**src/rtl/mem_port_arbiter_if.sv**
```systemverilog
`default_nettype none
// +----------------------------------------------------------------------------+
// | mem_port_arbiter_if : requester and memory-side signals of mem_port_arbiter |
// | Rev 1.0                                                                    |
// +----------------------------------------------------------------------------+
interface mem_port_arbiter_if #(
  parameter int AW = 16,
  parameter int DW = 16
);
  logic          cpu_req;
  logic          cpu_we;
  logic [AW-1:0] cpu_addr;
  logic [DW-1:0] cpu_wdata;
  logic [DW-1:0] cpu_rdata;
  logic          cpu_ack;
  logic          ldr_req;
  logic          ldr_we;
  logic [AW-1:0] ldr_addr;
  logic [DW-1:0] ldr_wdata;
  logic [DW-1:0] ldr_rdata;
  logic          ldr_ack;
  logic          mem_en;
  logic          mem_we;
  logic [AW-1:0] mem_addr;
  logic [DW-1:0] mem_wdata;
  logic [DW-1:0] mem_rdata;
  logic          gnt_ldr;
  logic          busy;

  // Arbiter side.
  modport slave (
    input  cpu_req, cpu_we, cpu_addr, cpu_wdata,
    input  ldr_req, ldr_we, ldr_addr, ldr_wdata,
    input  mem_rdata,
    output cpu_rdata, cpu_ack, ldr_rdata, ldr_ack,
    output mem_en, mem_we, mem_addr, mem_wdata,
    output gnt_ldr, busy
  );

  // Requesters plus memory side.
  modport master (
    output cpu_req, cpu_we, cpu_addr, cpu_wdata,
    output ldr_req, ldr_we, ldr_addr, ldr_wdata,
    output mem_rdata,
    input  cpu_rdata, cpu_ack, ldr_rdata, ldr_ack,
    input  mem_en, mem_we, mem_addr, mem_wdata,
    input  gnt_ldr, busy
  );
endinterface
`default_nettype wire

```
**src/rtl/mem_port_arbiter.sv**
```systemverilog
`default_nettype none
// +----------------------------------------------------------------------------+
// | mem_port_arbiter : round-robin CPU/loader sequencer for one shared mem port |
// | Rev 1.0                                                                    |
// +----------------------------------------------------------------------------+
module mem_port_arbiter #(
  parameter int AW  = 16,
  parameter int DW  = 16,
  parameter int LAT = 2
) (
  input  wire               clk,
  input  wire               reset,
  mem_port_arbiter_if.slave bus
);
  localparam logic [3:0] c_LAT = 4'(LAT);

  typedef enum logic [1:0] {
    S_IDLE  = 2'd0,
    S_ISSUE = 2'd1,
    S_WAIT  = 2'd2,
    S_ACK   = 2'd3
  } state_t;

  state_t        r_state;
  logic [3:0]    r_cnt;
  logic          r_gnt_ldr;
  logic          r_busy;
  logic          r_mem_en;
  logic          r_mem_we;
  logic [AW-1:0] r_mem_addr;
  logic [DW-1:0] r_mem_wdata;
  logic [DW-1:0] r_cpu_rdata;
  logic [DW-1:0] r_ldr_rdata;
  logic          r_cpu_ack;
  logic          r_ldr_ack;

  logic          w_any_req;
  logic          w_pick_ldr;

  // On a tie the loader wins only if the CPU owned the previous transaction.
  assign w_any_req  = bus.cpu_req | bus.ldr_req;
  assign w_pick_ldr = bus.ldr_req & (~bus.cpu_req | ~r_gnt_ldr);

  always_ff @(posedge clk) begin
    if (reset) begin
      r_state     <= S_IDLE;
      r_cnt       <= 4'd0;
      r_gnt_ldr   <= 1'b1;
      r_busy      <= 1'b0;
      r_mem_en    <= 1'b0;
      r_mem_we    <= 1'b0;
      r_mem_addr  <= '0;
      r_mem_wdata <= '0;
      r_cpu_rdata <= '0;
      r_ldr_rdata <= '0;
      r_cpu_ack   <= 1'b0;
      r_ldr_ack   <= 1'b0;
    end else begin
      r_mem_en  <= 1'b0;
      r_mem_we  <= 1'b0;
      r_cpu_ack <= 1'b0;
      r_ldr_ack <= 1'b0;
      case (r_state)
        S_IDLE: begin
          if (w_any_req) begin
            r_state   <= S_ISSUE;
            r_busy    <= 1'b1;
            r_gnt_ldr <= w_pick_ldr;
            r_mem_en  <= 1'b1;
            if (w_pick_ldr) begin
              r_mem_we    <= bus.ldr_we;
              r_mem_addr  <= bus.ldr_addr;
              r_mem_wdata <= bus.ldr_wdata;
            end else begin
              r_mem_we    <= bus.cpu_we;
              r_mem_addr  <= bus.cpu_addr;
              r_mem_wdata <= bus.cpu_wdata;
            end
          end
        end
        // r_mem_we still holds the latched direction during the strobe cycle.
        S_ISSUE: begin
          if (r_mem_we) begin
            r_state   <= S_ACK;
            r_cpu_ack <= ~r_gnt_ldr;
            r_ldr_ack <= r_gnt_ldr;
          end else begin
            r_cnt   <= c_LAT;
            r_state <= S_WAIT;
          end
        end
        S_WAIT: begin
          r_cnt <= r_cnt - 4'd1;
          if (r_cnt == 4'd1) begin
            if (r_gnt_ldr) begin
              r_ldr_rdata <= bus.mem_rdata;
            end else begin
              r_cpu_rdata <= bus.mem_rdata;
            end
            r_state   <= S_ACK;
            r_cpu_ack <= ~r_gnt_ldr;
            r_ldr_ack <= r_gnt_ldr;
          end
        end
        S_ACK: begin
          r_state <= S_IDLE;
          r_busy  <= 1'b0;
        end
        default: begin
          r_state <= S_IDLE;
          r_busy  <= 1'b0;
        end
      endcase
    end
  end

  assign bus.mem_en    = r_mem_en;
  assign bus.mem_we    = r_mem_we;
  assign bus.mem_addr  = r_mem_addr;
  assign bus.mem_wdata = r_mem_wdata;
  assign bus.cpu_rdata = r_cpu_rdata;
  assign bus.ldr_rdata = r_ldr_rdata;
  assign bus.cpu_ack   = r_cpu_ack;
  assign bus.ldr_ack   = r_ldr_ack;
  assign bus.gnt_ldr   = r_gnt_ldr;
  assign bus.busy      = r_busy;

endmodule
`default_nettype wire

```
**src/flat_wrapper.sv**
```systemverilog
// flat-port wrapper written by rule: the top's interface ports become plain ports
module mem_port_arbiter_flat 
#(
  parameter int AW  = 16,
  parameter int DW  = 16,
  parameter int LAT = 2
)
  (clk, reset, bus_cpu_req, bus_cpu_we, bus_cpu_addr, bus_cpu_wdata, bus_ldr_req, bus_ldr_we, bus_ldr_addr, bus_ldr_wdata, bus_mem_rdata, bus_cpu_rdata, bus_cpu_ack, bus_ldr_rdata, bus_ldr_ack, bus_mem_en, bus_mem_we, bus_mem_addr, bus_mem_wdata, bus_gnt_ldr, bus_busy);
  mem_port_arbiter_if #(.AW(AW), .DW(DW)) bus_i ();
  input  wire clk;
  input  wire reset;
  input wire logic [$bits(bus_i.cpu_req)-1:0] bus_cpu_req;
  input wire logic [$bits(bus_i.cpu_we)-1:0] bus_cpu_we;
  input wire logic [$bits(bus_i.cpu_addr)-1:0] bus_cpu_addr;
  input wire logic [$bits(bus_i.cpu_wdata)-1:0] bus_cpu_wdata;
  input wire logic [$bits(bus_i.ldr_req)-1:0] bus_ldr_req;
  input wire logic [$bits(bus_i.ldr_we)-1:0] bus_ldr_we;
  input wire logic [$bits(bus_i.ldr_addr)-1:0] bus_ldr_addr;
  input wire logic [$bits(bus_i.ldr_wdata)-1:0] bus_ldr_wdata;
  input wire logic [$bits(bus_i.mem_rdata)-1:0] bus_mem_rdata;
  output wire logic [$bits(bus_i.cpu_rdata)-1:0] bus_cpu_rdata;
  output wire logic [$bits(bus_i.cpu_ack)-1:0] bus_cpu_ack;
  output wire logic [$bits(bus_i.ldr_rdata)-1:0] bus_ldr_rdata;
  output wire logic [$bits(bus_i.ldr_ack)-1:0] bus_ldr_ack;
  output wire logic [$bits(bus_i.mem_en)-1:0] bus_mem_en;
  output wire logic [$bits(bus_i.mem_we)-1:0] bus_mem_we;
  output wire logic [$bits(bus_i.mem_addr)-1:0] bus_mem_addr;
  output wire logic [$bits(bus_i.mem_wdata)-1:0] bus_mem_wdata;
  output wire logic [$bits(bus_i.gnt_ldr)-1:0] bus_gnt_ldr;
  output wire logic [$bits(bus_i.busy)-1:0] bus_busy;
  assign bus_i.cpu_req = bus_cpu_req;
  assign bus_i.cpu_we = bus_cpu_we;
  assign bus_i.cpu_addr = bus_cpu_addr;
  assign bus_i.cpu_wdata = bus_cpu_wdata;
  assign bus_i.ldr_req = bus_ldr_req;
  assign bus_i.ldr_we = bus_ldr_we;
  assign bus_i.ldr_addr = bus_ldr_addr;
  assign bus_i.ldr_wdata = bus_ldr_wdata;
  assign bus_i.mem_rdata = bus_mem_rdata;
  assign bus_cpu_rdata = bus_i.cpu_rdata;
  assign bus_cpu_ack = bus_i.cpu_ack;
  assign bus_ldr_rdata = bus_i.ldr_rdata;
  assign bus_ldr_ack = bus_i.ldr_ack;
  assign bus_mem_en = bus_i.mem_en;
  assign bus_mem_we = bus_i.mem_we;
  assign bus_mem_addr = bus_i.mem_addr;
  assign bus_mem_wdata = bus_i.mem_wdata;
  assign bus_gnt_ldr = bus_i.gnt_ldr;
  assign bus_busy = bus_i.busy;
  mem_port_arbiter #(.AW(AW), .DW(DW), .LAT(LAT)) u_core (.clk(clk), .reset(reset), .bus(bus_i));
endmodule
```
**config.mk**
```make
export PLATFORM = sky130hd
export DESIGN_NAME = mem_port_arbiter_flat
export DESIGN_NICKNAME = d
export VERILOG_FILES = /design/src/rtl/mem_port_arbiter_if.sv /design/src/rtl/mem_port_arbiter.sv /design/src/flat_wrapper.sv
export SDC_FILE = /design/constraint.sdc
export NUM_CORES = 1
export LEC_CHECK = 0
export BUFFER_PORTS_ARGS = -buffer_cell sky130_fd_sc_hd__buf_2
export CAP_MARGIN = 20
export CORE_MARGIN = 3
export CORE_UTILIZATION = 41
export DETAILED_ROUTE_END_ITERATION = 8
export GPL_TIMING_DRIVEN = 0
export PLACE_DENSITY_LB_ADDON = 0.3
export SYNTH_ARGS = -nofsm -noshare
export SYNTH_HDL_FRONTEND = slang
export SYNTH_SLANG_ARGS = --single-unit
```
**constraint.sdc**
```tcl
create_clock -name clk -period 1.8 [get_ports clk]
set_input_delay 0.36 -clock clk [delete_from_list [all_inputs] [get_ports clk]]
set_output_delay 0.36 -clock clk [all_outputs]
set_load 0.01 [all_outputs]
```
# Word level (Yosys, flattened, before mapping)
# Cells that the tools add are included.
# Widths: inputs -> output; s select.
totals:
  out_inout_bits: 70
  in_bits: 86
  register_bits: 76
  wordCells: 56
op_classes:
  n_reduce_logical: 11
  addsub: 1
  n_bitwise: 7
  eq_ne: 7
  mux: 18
ops:
  columns: ["op", "count"]
  rows:
  - ["$mux 16", 2]
  - ["$mux 1", 8]
  - ["$pmux 2 s4", 1]
  - ["$pmux 4 s2", 1]
  - ["$reduce_and 2->1", 4]
  - ["$pmux 1 s2", 3]
  - ["$reduce_and 3->1", 2]
  - ["$eq 2x2->1 const B", 2]
  - ["$eq 4x1->1 const B", 1]
  - ["$mux 2", 2]
  - ["$mux 4", 1]
  - ["$ne 2x1->1 const B", 2]
  - ["$not 1->1", 4]
  - ["$reduce_bool 2->1", 2]
  - ["$sub 4x1->4 const B", 1]
  - ["$reduce_or 3->1", 1]
  - ["$eq 2x1->1 const B", 1]
  - ["$logic_not 2->1", 1]
  - ["$ne 2x2->1 const B", 1]
  - ["$or 1x1->1", 2]
  - ["$reduce_or 2->1", 1]
  - ["$and 1x1->1", 1]

# Longest topological paths before layout
# Gate-level depths: netlist of run 1.
logic_depth:
  word_depth: 4
  depth_mapped: 9
  mapped_depth_nobuf: 6

# Worst setup path after synthesis of run 1
# OpenSTA, ideal clock, no wires.
synth_path:
  path_kind: "register -> register"
  start: "register u_core.r_state[0]"
  end: "register u_core.r_cpu_rdata[0], in the netlist u_core.bus.cpu_rdata[0]"
  path_buffers: 3
  t_arrival_ns: 1.589
  path_stages_with_launch: 10
  setup_ns: 0.128
  path_slack_ns: 0.084
  period_less_slack_ns: 1.716
  required_ns: 1.672
  cell_sequence: "dfxtp_1 > inv_1 > ha_1 > buf_6 > and4bb_1 > and2_4 > buf_12 > buf_12 > mux2i_1 > nor2_1"
synth_via:
  elab_chain_cells: 2
synth_rtl:
  columns: ["item", "line_no", "rtl"]
  rows:
  - ["start, declared", "mem_port_arbiter.sv:24", "state_t r_state;"]
  - ["start signal, assigned", "mem_port_arbiter.sv:46", "r_state <= S_IDLE;"]
  - ["start signal, assigned", "mem_port_arbiter.sv:66", "r_state <= S_ISSUE;"]
  - ["start signal, assigned", "mem_port_arbiter.sv:84", "r_state <= S_ACK;"]
  - ["$eq 2x2->1", "mem_port_arbiter.sv:63", "case (r_state)"]
  - ["$reduce_and 3->1 (no source line)", null, null]
  - ["end signal, assigned", "mem_port_arbiter.sv:98", "r_cpu_rdata <= bus.mem_rdata;"]
  - ["end, declared", "mem_port_arbiter.sv:32", "logic [DW-1:0] r_cpu_rdata;"]
# Every way passes these cells.
# A chain may end at the register's enable or synchronous reset.

# Worst setup path after layout of run 1
layout_path:
  start: "register u_core.r_state[0]"
  end: "register u_core.r_ldr_rdata[13], in the netlist u_core.bus.ldr_rdata[13]"
layout_via:
  elab_chain_cells: 2
layout_rtl:
  columns: ["item", "line_no", "rtl"]
  rows:
  - ["$eq 2x2->1", "mem_port_arbiter.sv:63", null]
  - ["$reduce_and 3->1 (no source line)", null, null]
  - ["end signal, assigned", "mem_port_arbiter.sv:96", "r_ldr_rdata <= bus.mem_rdata;"]
  - ["end, declared", "mem_port_arbiter.sv:33", "logic [DW-1:0] r_ldr_rdata;"]
# Every way passes these cells.

==> impl_metrics.csv, run 1 <==
group,metric,value,unit
timing,worstMarginPinSlew,518.2,ps
clocking,hold_buffers,0,
cells_and_area,nNetsFinal,579,
power_and_ir_drop,p_clk_share,24.9,%
timing,fmax,0.5797,GHz
placed_design,dpl_worst_slack,-120.6,ps
timing,rsz0062_at_grt,"yes",
synthesis,syn_nets,411,
timing,period_share,95.84,%
synthesis,synth_area_per_cell,9.868,um2
synthesis,seq_area_frac_synth,48.48,%
synthesis,yosysMostFrequentCell,"dfxtp_1",
global_routing,grt_max_degree,17,
floorplanning,start_util,42.81,%
setup_path,arrival,1930,ps
floorplanning,rows,31,
route,drt_wl_total,7.837,mm
power_and_ir_drop,irDropWorstVdd,0.0006410,V
cells_and_area,area_growth,36.88,%
floorplanning,dieArea,8739,um2
clocking,clk_pin_slew_worst_paths,80,ps
clocking,cts_buffers,9,
cells_and_area,n_antenna_cell,0,
power_and_ir_drop,intPower,3450,uW
worst_hold_path,hold_depth,3,
power_and_ir_drop,leakage,0.002142,uW
clocking,h-tree-depth,3,
power_and_ir_drop,pwr-share-comb,31.7,%
route,drc,0,
synthesis,synthCells,318,
outcome,status,"complete, no violations",
route,avgViaCountPerCell,4.831,
power_and_ir_drop,p_sw_share,33.77,%
synthesis,yosysTopAreaCell,"dfxtp_1",
setup_path,critPathLaunchType,"register",
setup_path,rr_startpoint,"u_core.r_state[0]",
route,detailroute.wirelength.met2,3.403,mm
route,met3WireLength,725,um
worst_hold_path,min_from,"bus_mem_rdata[3]",
timing,slew_headroom,65.45,%
setup_path,startpoint,"u_core.r_state[0]",
timing,hold_viol,0,
synthesis,ys_top_cells_by_area,"dfxtp_1, mux2i_1, a21oi_1",
setup_path,reg2reg_depth,9,
floorplanning,die_h,93.49,um
setup_path,reg2reg_slack,70,ps
synthesis,synth-async-reset-ratio,0,%
route,ant_nets,0,
worst_hold_path,whs_endpoint,"u_core.bus.cpu_rdata[3]",
placed_design,port_buffers,154,
synthesis,netlist.area_leader.share,48.48,%
clocking,clock_latency,330,ps
timing,setup_viol,0,
global_routing,grt_pass1_vias,2730,
timing,maxSlewViolCount,0,
synthesis,yosysWarningCount,0,
setup_path,cpMaxStageDelayCell,"dfxtp_4",
timing,timing.hold.ws,273.8,ps
synthesis,synth_seq_cells,76,
cells_and_area,drive_above_1_share,40.12,%
setup_path,crit_chain,"inv_2 -> ha_2 -> buf_6 -> and4bb_2 -> buf_4 -> nand2_4 -> buf_8 -> mux2i_1 -> nor2_1",
synthesis,synth_edf_count,0,
worst_hold_path,holdCritPathClass,"in2reg",
floorplanning,core_area,7331,um2
timing,fin_ws,74.97,ps
synthesis,syn_area,3138,um2
power_and_ir_drop,p_switching,1759,uW
power_and_ir_drop,p_per_area,1213,nW/um2
floorplanning,die_w,93.49,um
synthesis,ys_top_cells_by_count,"dfxtp_1, mux2i_1, nor2_1",
route,num_vias,2850,
placed_design,dp_hpwl,5.833,mm
global_routing,grt_overflow,0,
route,drt-met1-wl,3.566,mm
synthesis,yosys.cell_types.count,30,
setup_path,crit_required,2010,ps
setup_path,path_max_fanout,10,
timing,skew,13.44,ps
route,wl_per_cell,13.28,um
clocking,cts_tree,"built",
floorplanning,pin_count,156,
global_routing,track_usage,17.82,%
setup_path,rr_endpoint,"u_core.bus.ldr_rdata[13]",
clocking,ctsLongestPathBuffers,2,
placed_design,gp_congestion,0.7585,
setup_path,max_stage_delay,380,ps
timing,min_period,1725,ps
global_routing,antenna_found_initial,0,
clocking,cts_root_buf,"clkbuf_8",
clocking,clkSinkCount,76,
setup_path,crit_path_end_kind,"register",
job,drv_cap,0,
route,first_pass_iters,4,
synthesis,synth-main-ff-cell,"dfxtp_1",
power_and_ir_drop,pwr-share-seq,43.4,%
power_and_ir_drop,p_total,5209,uW
global_routing,grt_pass1_wl,12.49,mm
setup_path,worstSetupPathType,"reg2reg",
route,drt-initial-drc-count,109,
route,top_layer_used,"met4",
sequential cells by signal (all words and copies together) (netlist names), 2 cells and up:
name                  count
u_core.r_cnt              4
u_core.bus.cpu_rdata     16
u_core.bus.mem_wdata     16
u_core.r_state            2
u_core.bus.mem_addr      16
u_core.bus.ldr_rdata     16
critical path: cells and delay by family (launching register included):
family | cells | cell delay, ps
fa+ha+maj | 1 | 180
buf+inv | 4 | 480
simple gates | 3 | 340
flops | 1 | 380
mux | 1 | 220
layout make-up:
type                       instances  area [um2]
buffer                            22       145.1
sequential                        76        1525
timing repair buffer             158       818.3
multi-input combinational        213        1460
clock buffer                      11       141.4
inverter                           6       22.52
fill                             670        3035
tap                               99       123.9
clock inverter                     5       58.81
how the worst max path moves through the flow:
stage          slack (ps)  cells past startpoint                        to
6_report               70                      9  u_core.bus.ldr_rdata[13]
5_1_grt               -20                      9   u_core.bus.ldr_rdata[2]
3_3_place_gp          -60                      8  u_core.bus.ldr_rdata[13]
4_1_cts                10                      7    u_core.bus.mem_addr[7]
3_5_place_dp         -120                      8  u_core.bus.ldr_rdata[13]
2_1_floorplan          80                      9   u_core.bus.cpu_rdata[0]
timing repair:
action / CTS / global route
gates resized for setup: 3 / 22
gates cloned: 0 / 1
setup endpoints to repair: 33 / 56
setup buffers: 0 / 3
pin swaps: 0 / 1
cell usage in the layout (no fill, tap or decap), types with 2 or more instances in the layout:
cell type	instances
clkinvlp_4	2
clkbuf_4	2
ha_2	2
inv_1	5
o21ai_0	36
nand3_1	2
clkbuf_1	10
nor3_1	2
clkbuf_8	10
nor2b_1	2
buf_4	7
mux2i_1	65
a21oi_1	38
dfxtp_1	75
nand2_1	5
buf_2	155
clkbuf_2	3
nor2_1	41
ha_1	5
metrics by stage:
step	TNS (ps)	instances	area, um2	utilization (%)
after detailed placement	-1541	571	4033	55.01
after global placement	-750.6	571	4033	55.01
after floorplan	0	318	3138	-
final	0	590	4295	58.59
after CTS	0	586	4219	57.55
after global routing	-64.52	590	4295	58.59
cell families after synthesis:
group / count (synthesis) / share of synthesized area [%]
simple gates: 59 / 8.414
fa+ha+maj: 7 / 2.791
mux: 67 / 21.41
compound gates: 80 / 13.48
flops: 76 / 48.48
buf+inv: 29 / 5.423
metal layers:
| metal | vias up | track usage, % |
|---|---|---|
| li1 | 1442 | - |
| met1 | 1263 | 22.80 |
| met2 | 136 | 28.11 |
| met3 | 9 | 5.229 |
| met4 | 0 | 7.082 |
| met5 | - | 0 |
power by group through the flow:
stage / Combinational (uW) / Clock, uW / Sequential (uW)
2_1_floorplan: 826 / 0 / 2410
3_3_place_gp: 1580 / 0 / 2260
3_5_place_dp: 1610 / 0 / 2270
4_1_cts: 1620 / 1330 / 2250
5_1_grt: 1850 / 1410 / 2300
6_report: 1650 / 1290 / 2260
(Power assumes the default switching activity.)
==> inputs of run 2 (changes only) <==
Settings changed: PLACE_DENSITY set to 0.74, PLACE_DENSITY_LB_ADDON 0.3 to not set.
==> run 2 against run 1 <==
- flip-flop and latch count unchanged
- non-clock buffer count down 1
- first-iteration DRC count down 10%
- sequential power about the same
- largest power group unchanged
- wire length up 3.3%
- combinational power about the same
- global-route usage up 0.52 points
- worst setup slack better by 24 ps
- hold slack better by 1.6 ps
==> impl_metrics.csv, run 2 (synthesized netlist as in run 1, its figures left out) <==
group,metric,value,unit
floorplanning,die_h,93.49,um
cells_and_area,nNetsFinal,578,
power_and_ir_drop,leakage,0.002138,uW
floorplanning,core_area,7331,um2
clocking,clk_pin_slew_worst_paths,80,ps
clocking,clock_latency,340,ps
global_routing,antenna_found_initial,0,
setup_path,path_max_fanout,8,
route,drt_wl_total,8.097,mm
setup_path,critPathLaunchType,"register",
global_routing,track_usage,18.35,%
route,ant_nets,0,
placed_design,dp_hpwl,6.143,mm
setup_path,crit_chain,"inv_4 -> ha_2 -> buf_6 -> and4bb_2 -> and2_4 -> clkbuf_16 -> mux2i_1 -> nor2_1",
timing,tns,0,ps
setup_path,startpoint,"u_core.r_state[0]",
cells_and_area,area_growth,35.92,%
floorplanning,dieArea,8739,um2
clocking,h-tree-depth,3,
job,drv_cap,0,
cells_and_area,layout_commonest_cell,"buf_2",
worst_hold_path,holdCritPathClass,"in2reg",
setup_path,crit_required,2000,ps
cells_and_area,fin_area,4265,um2
setup_path,crit_path_end_kind,"register",
setup_path,max_stage_delay,370,ps
setup_path,rr_endpoint,"u_core.bus.cpu_rdata[10]",
worst_hold_path,min_from,"bus_mem_rdata[1]",
route,first_pass_iters,4,
power_and_ir_drop,irDropWorstVdd,0.0006013,V
route,wl_per_cell,13.77,um
worst_hold_path,whs_endpoint,"u_core.bus.cpu_rdata[1]",
placed_design,port_buffers,154,
global_routing,grt_pass1_wl,12.81,mm
route,num_vias,2869,
setup_path,worstSetupPathType,"reg2reg",
power_and_ir_drop,p_per_area,1201,nW/um2
timing,worstMarginPinSlew,526.5,ps
setup_path,reg2reg_depth,8,
timing,setup_viol,0,
power_and_ir_drop,p_total,5123,uW
clocking,hold_buffers,0,
setup_path,arrival,1900,ps
timing,period_share,94.48,%
floorplanning,start_util,42.81,%
timing,min_period,1701,ps
outcome,status,"complete, no violations",
floorplanning,die_w,93.49,um
placed_design,gp_congestion,0.8203,
worst_hold_path,hold_depth,3,
timing,slew_headroom,64.90,%
global_routing,grt_overflow,0,
clocking,cts_tree,"built",
cells_and_area,drive_above_1_share,40.08,%
clocking,clkSinkCount,76,
setup_path,reg2reg_slack,100,ps
cells_and_area,n_antenna_cell,0,
floorplanning,rows,31,
global_routing,grt_pass1_vias,2730,
setup_path,cpMaxStageDelayCell,"dfxtp_4",
route,drt-initial-drc-count,98,
clocking,cts_buffers,9,
cells_and_area,fin_cells,588,
clocking,cts_root_buf,"clkbuf_8",
route,drc,0,
timing,skew,10.33,ps
setup_path,rr_startpoint,"u_core.r_state[0]",
placed_design,place_area,4033,um2
clocking,ctsLongestPathBuffers,2,
cells_and_area,mostFrequentLayoutCells,"buf_2, dfxtp_1, mux2i_1",
global_routing,grt_max_degree,17,
placed_design,dp_cells,571,
timing,hold_viol,0,
timing,maxSlewViolCount,0,
route,avgViaCountPerCell,4.879,
timing,fmax,0.5880,GHz
floorplanning,pin_count,156,
==> run 2: cell count changes in the layout (fill, tap and decap cells not counted) <==
cell | previous run | this run
buf_4 | 7 | 5
clkbuf_2 | 3 | 5
clkbuf_4 | 2 | 0
clkinv_2 | 1 | 3
clkinvlp_4 | 2 | 0
buf_2 | 155 | 156
clkbuf_8 | 10 | 9
clkinv_4 | 0 | 1
dfxtp_1 | 75 | 74
dfxtp_2 | 0 | 1
inv_2 | 1 | 0
inv_4 | 0 | 1
inv_6 | 1 | 0
==> run 2: repair_timing <==
action | CTS | global route
buffers inserted | 0 | 2
gates resized for setup | 5 | 16
pin swaps | 0 | 1
setup endpoints to repair | 43 | 56
cloned | 0 | 1
==> run 2: final cells by class <==
class                           count  area (um2)
Fill cell                         652        3065
Tap cell                           99       123.9
Inverter                            6       25.02
Clock inverter                      5       53.80
Multi-Input combinational cell    213        1460
Buffer                             22       137.6
Sequential cell                    76        1526
Clock buffer                       10       127.6
Timing Repair Buffer              157       810.8
==> run 2: worst max path at each step <==
stage | to | slack, ps | cells past startpoint
after floorplan | u_core.bus.cpu_rdata[0] | 80 | 9
after global placement | u_core.bus.ldr_rdata[13] | -70 | 8
after detailed placement | u_core.bus.ldr_rdata[5] | -110 | 8
after CTS | u_core.bus.mem_addr[6] | 20 | 7
after global routing | u_core.bus.cpu_rdata[11] | -6 | 8
final | u_core.bus.cpu_rdata[10] | 100 | 8
==> run 2: stage by stage <==
stage / util (%) / worst slack (ps) / hold slack [ps]
after floorplan: - / 83.73 / 468.0
after global placement: 55.01 / -65.70 / 468.0
after detailed placement: 55.01 / -108.6 / 475.0
after CTS: 57.33 / 19.23 / 258.8
after global routing: 58.18 / -6.165 / 274.8
final: 58.18 / 99.32 / 275.3
==> run 2: metal layers <==
layer	vias up	wire length [um]	global-route usage [%]
met1	1290	3426	22.89
li1	1442	-	-
met2	126	3747	29.84
met5	-	0	0
met3	11	812	5.310
met4	0	111	6.960
==> run 2: power by group <==
part	internal, uW	leakage (uW)	switching, uW
registers	2050	0.000623	210
clock network	629	0.0000959	584
logic	717	0.00142	935
total	3390	0.00214	1730
==> run 2: critical path, delay by kind of cell, from the launching register on <==
family,cells,cell delay [ps]
fa+ha+maj,1,170
buf+inv,3,320
flops,1,370
mux,1,190
simple gates,3,510
==> inputs of run 3 (changes only) <==
Settings changed: CTS_BUF_LIST set to sky130_fd_sc_hd__clkbuf_16, SLEW_MARGIN set to 0.
==> run 3 against run 2 <==
- critical path depth stayed put
- combinational power hardly changed
- die area stayed put
- maximum frequency is 0.11% lower
- non-clock buffer count stayed put
- global-route usage is 0.10 points higher
- clock skew is 4.4 ps lower
- critical endpoint is now u_core.bus.cpu_rdata[3]
- first-iteration DRC count is 6.1% higher
- highest routed layer unchanged
- sequential power hardly changed
==> impl_metrics.csv, run 3 (synthesized netlist as in run 1, its figures left out) <==
group,metric,value,unit
placed_design,port_buffers,154,
clocking,h-tree-depth,3,
cells_and_area,nNetsFinal,578,
route,wl_per_cell,13.88,um
cells_and_area,mostFrequentLayoutCells,"buf_2, dfxtp_1, mux2i_1",
setup_path,path_max_fanout,8,
placed_design,gp_congestion,0.8203,
floorplanning,die_h,93.49,um
route,drc,0,
clocking,cts_tree,"built",
global_routing,antenna_found_initial,0,
setup_path,worstSetupPathType,"reg2reg",
setup_path,crit_path_end_kind,"register",
timing,period_share,94.59,%
timing,fmax,0.5874,GHz
timing,setup_viol,0,
setup_path,crit_required,2000,ps
global_routing,grt_max_degree,17,
route,avgViaCountPerCell,4.878,
global_routing,grt_pass1_vias,2735,
floorplanning,core_area,7331,um2
setup_path,arrival,1900,ps
global_routing,grt_overflow,0,
setup_path,cpMaxStageDelayCell,"dfxtp_4",
timing,timing.hold.ws,285.5,ps
clocking,cts_root_buf,"clkbuf_16",
timing,worstMarginPinSlew,549.0,ps
timing,hold_viol,0,
timing,skew,5.910,ps
placed_design,dp_hpwl,6.143,mm
setup_path,reg2reg_slack,100,ps
cells_and_area,drive_above_1_share,40.08,%
clocking,cts_buffers,9,
clocking,clock_latency,330,ps
route,first_pass_iters,4,
floorplanning,rows,31,
floorplanning,die_w,93.49,um
clocking,ctsLongestPathBuffers,2,
global_routing,grt_pass1_wl,12.85,mm
timing,rsz0062_at_grt,"no",
power_and_ir_drop,p_per_area,1285,nW/um2
route,drt_wl_total,8.161,mm
power_and_ir_drop,leakage,0.002189,uW
timing,tns,0,ps
floorplanning,start_util,42.81,%
setup_path,critPathLaunchType,"register",
setup_path,crit_chain,"inv_4 -> ha_2 -> buf_6 -> and4bb_2 -> and2_4 -> buf_12 -> mux2i_4 -> nor2_1",
floorplanning,pin_count,156,
outcome,status,"complete, no violations",
route,ant_nets,0,
floorplanning,dieArea,8739,um2
clocking,clkSinkCount,76,
cells_and_area,area_growth,39.47,%
timing,slew_headroom,63.40,%
worst_hold_path,holdCritPathClass,"in2reg",
timing,min_period,1703,ps
route,drt-initial-drc-count,104,
cells_and_area,n_antenna_cell,0,
clocking,clk_pin_slew_worst_paths,60,ps
clocking,hold_buffers,0,
setup_path,max_stage_delay,370,ps
timing,maxSlewViolCount,0,
global_routing,track_usage,18.45,%
power_and_ir_drop,irDropWorstVdd,0.0006679,V
job,drv_cap,0,
cells_and_area,layout_commonest_cell,"buf_2",
route,num_vias,2868,
run 3: changes by cell type in the layout (fill, tap and decap cells not counted), moves of 2 or more:
cell / change
clkbuf_2: -2
clkbuf_16: +9
clkbuf_4: +2
clkbuf_8: -9
run 3: metrics by stage:
stage          std cells  util (%)  cell area, um2  setup WS (ps)  total power, uW
6_report             588     59.70            4377          97.44             5622
5_1_grt              588     59.70            4377          9.799             5964
4_1_cts              585     58.71            4304          18.38             5614
3_5_place_dp         571     55.01            4033         -108.6             3879
3_3_place_gp         571     55.01            4033         -65.70             3841
2_1_floorplan        318         -            3138          83.73             3233
run 3: critical path: cells and delay by family (launching register included):
family                   cells  cell delay, ps
AND/OR/NAND/NOR              3             520
flip-flops                   1             370
buffers and inverters        3             300
multiplexers                 1             220
adder cells (fa/ha/maj)      1             160
run 3: routing by layer:
layer / vias to the layer above / wire length, um / track usage [%] / share of wire (%)
li1: 1451 / - / - / -
met2: 130 / 3800 / 30.14 / 47
met3: 8 / 809 / 5.310 / 9.9
met5: - / 0 / 0 / 0
met1: 1279 / 3441 / 22.79 / 42
met4: 0 / 109 / 7.326 / 1.3
run 3: path summary, 6_finish.rpt:
path,startpoint,endpoint,cells after the start
min,bus_mem_rdata[1],u_core.bus.cpu_rdata[1],3
min reg2reg,u_core.bus.cpu_rdata[0],u_core.bus.cpu_rdata[0],2
max reg2reg,u_core.r_state[0],u_core.bus.cpu_rdata[3],8
max,u_core.r_state[0],u_core.bus.cpu_rdata[3],8
run 3: report_power, final:
group          total, uW  internal (uW)  switching, uW
Clock               1700           1050            645
Sequential          2260           2050            209
Combinational       1660            727            936
Total               5620           3830           1790
run 3: what timing repair did:
| item | in CTS | in global routing |
|---|---|---|
| pin swaps | 0 | 1 |
| setup endpoints to repair | 42 | 56 |
| cloned | 0 | 1 |
| gates resized for setup | 5 | 20 |
| setup buffers | 0 | 2 |
run 3: layout make-up:
class,instances,area (um2)
well taps,99,123.9
multi-input cells,213,1469
flip-flops and latches,76,1526
clock inverters,6,57.56
plain buffers,22,138.9
fillers,645,2954
inverters,6,25.02
clock buffers,9,225.2
repair buffers,157,810.8
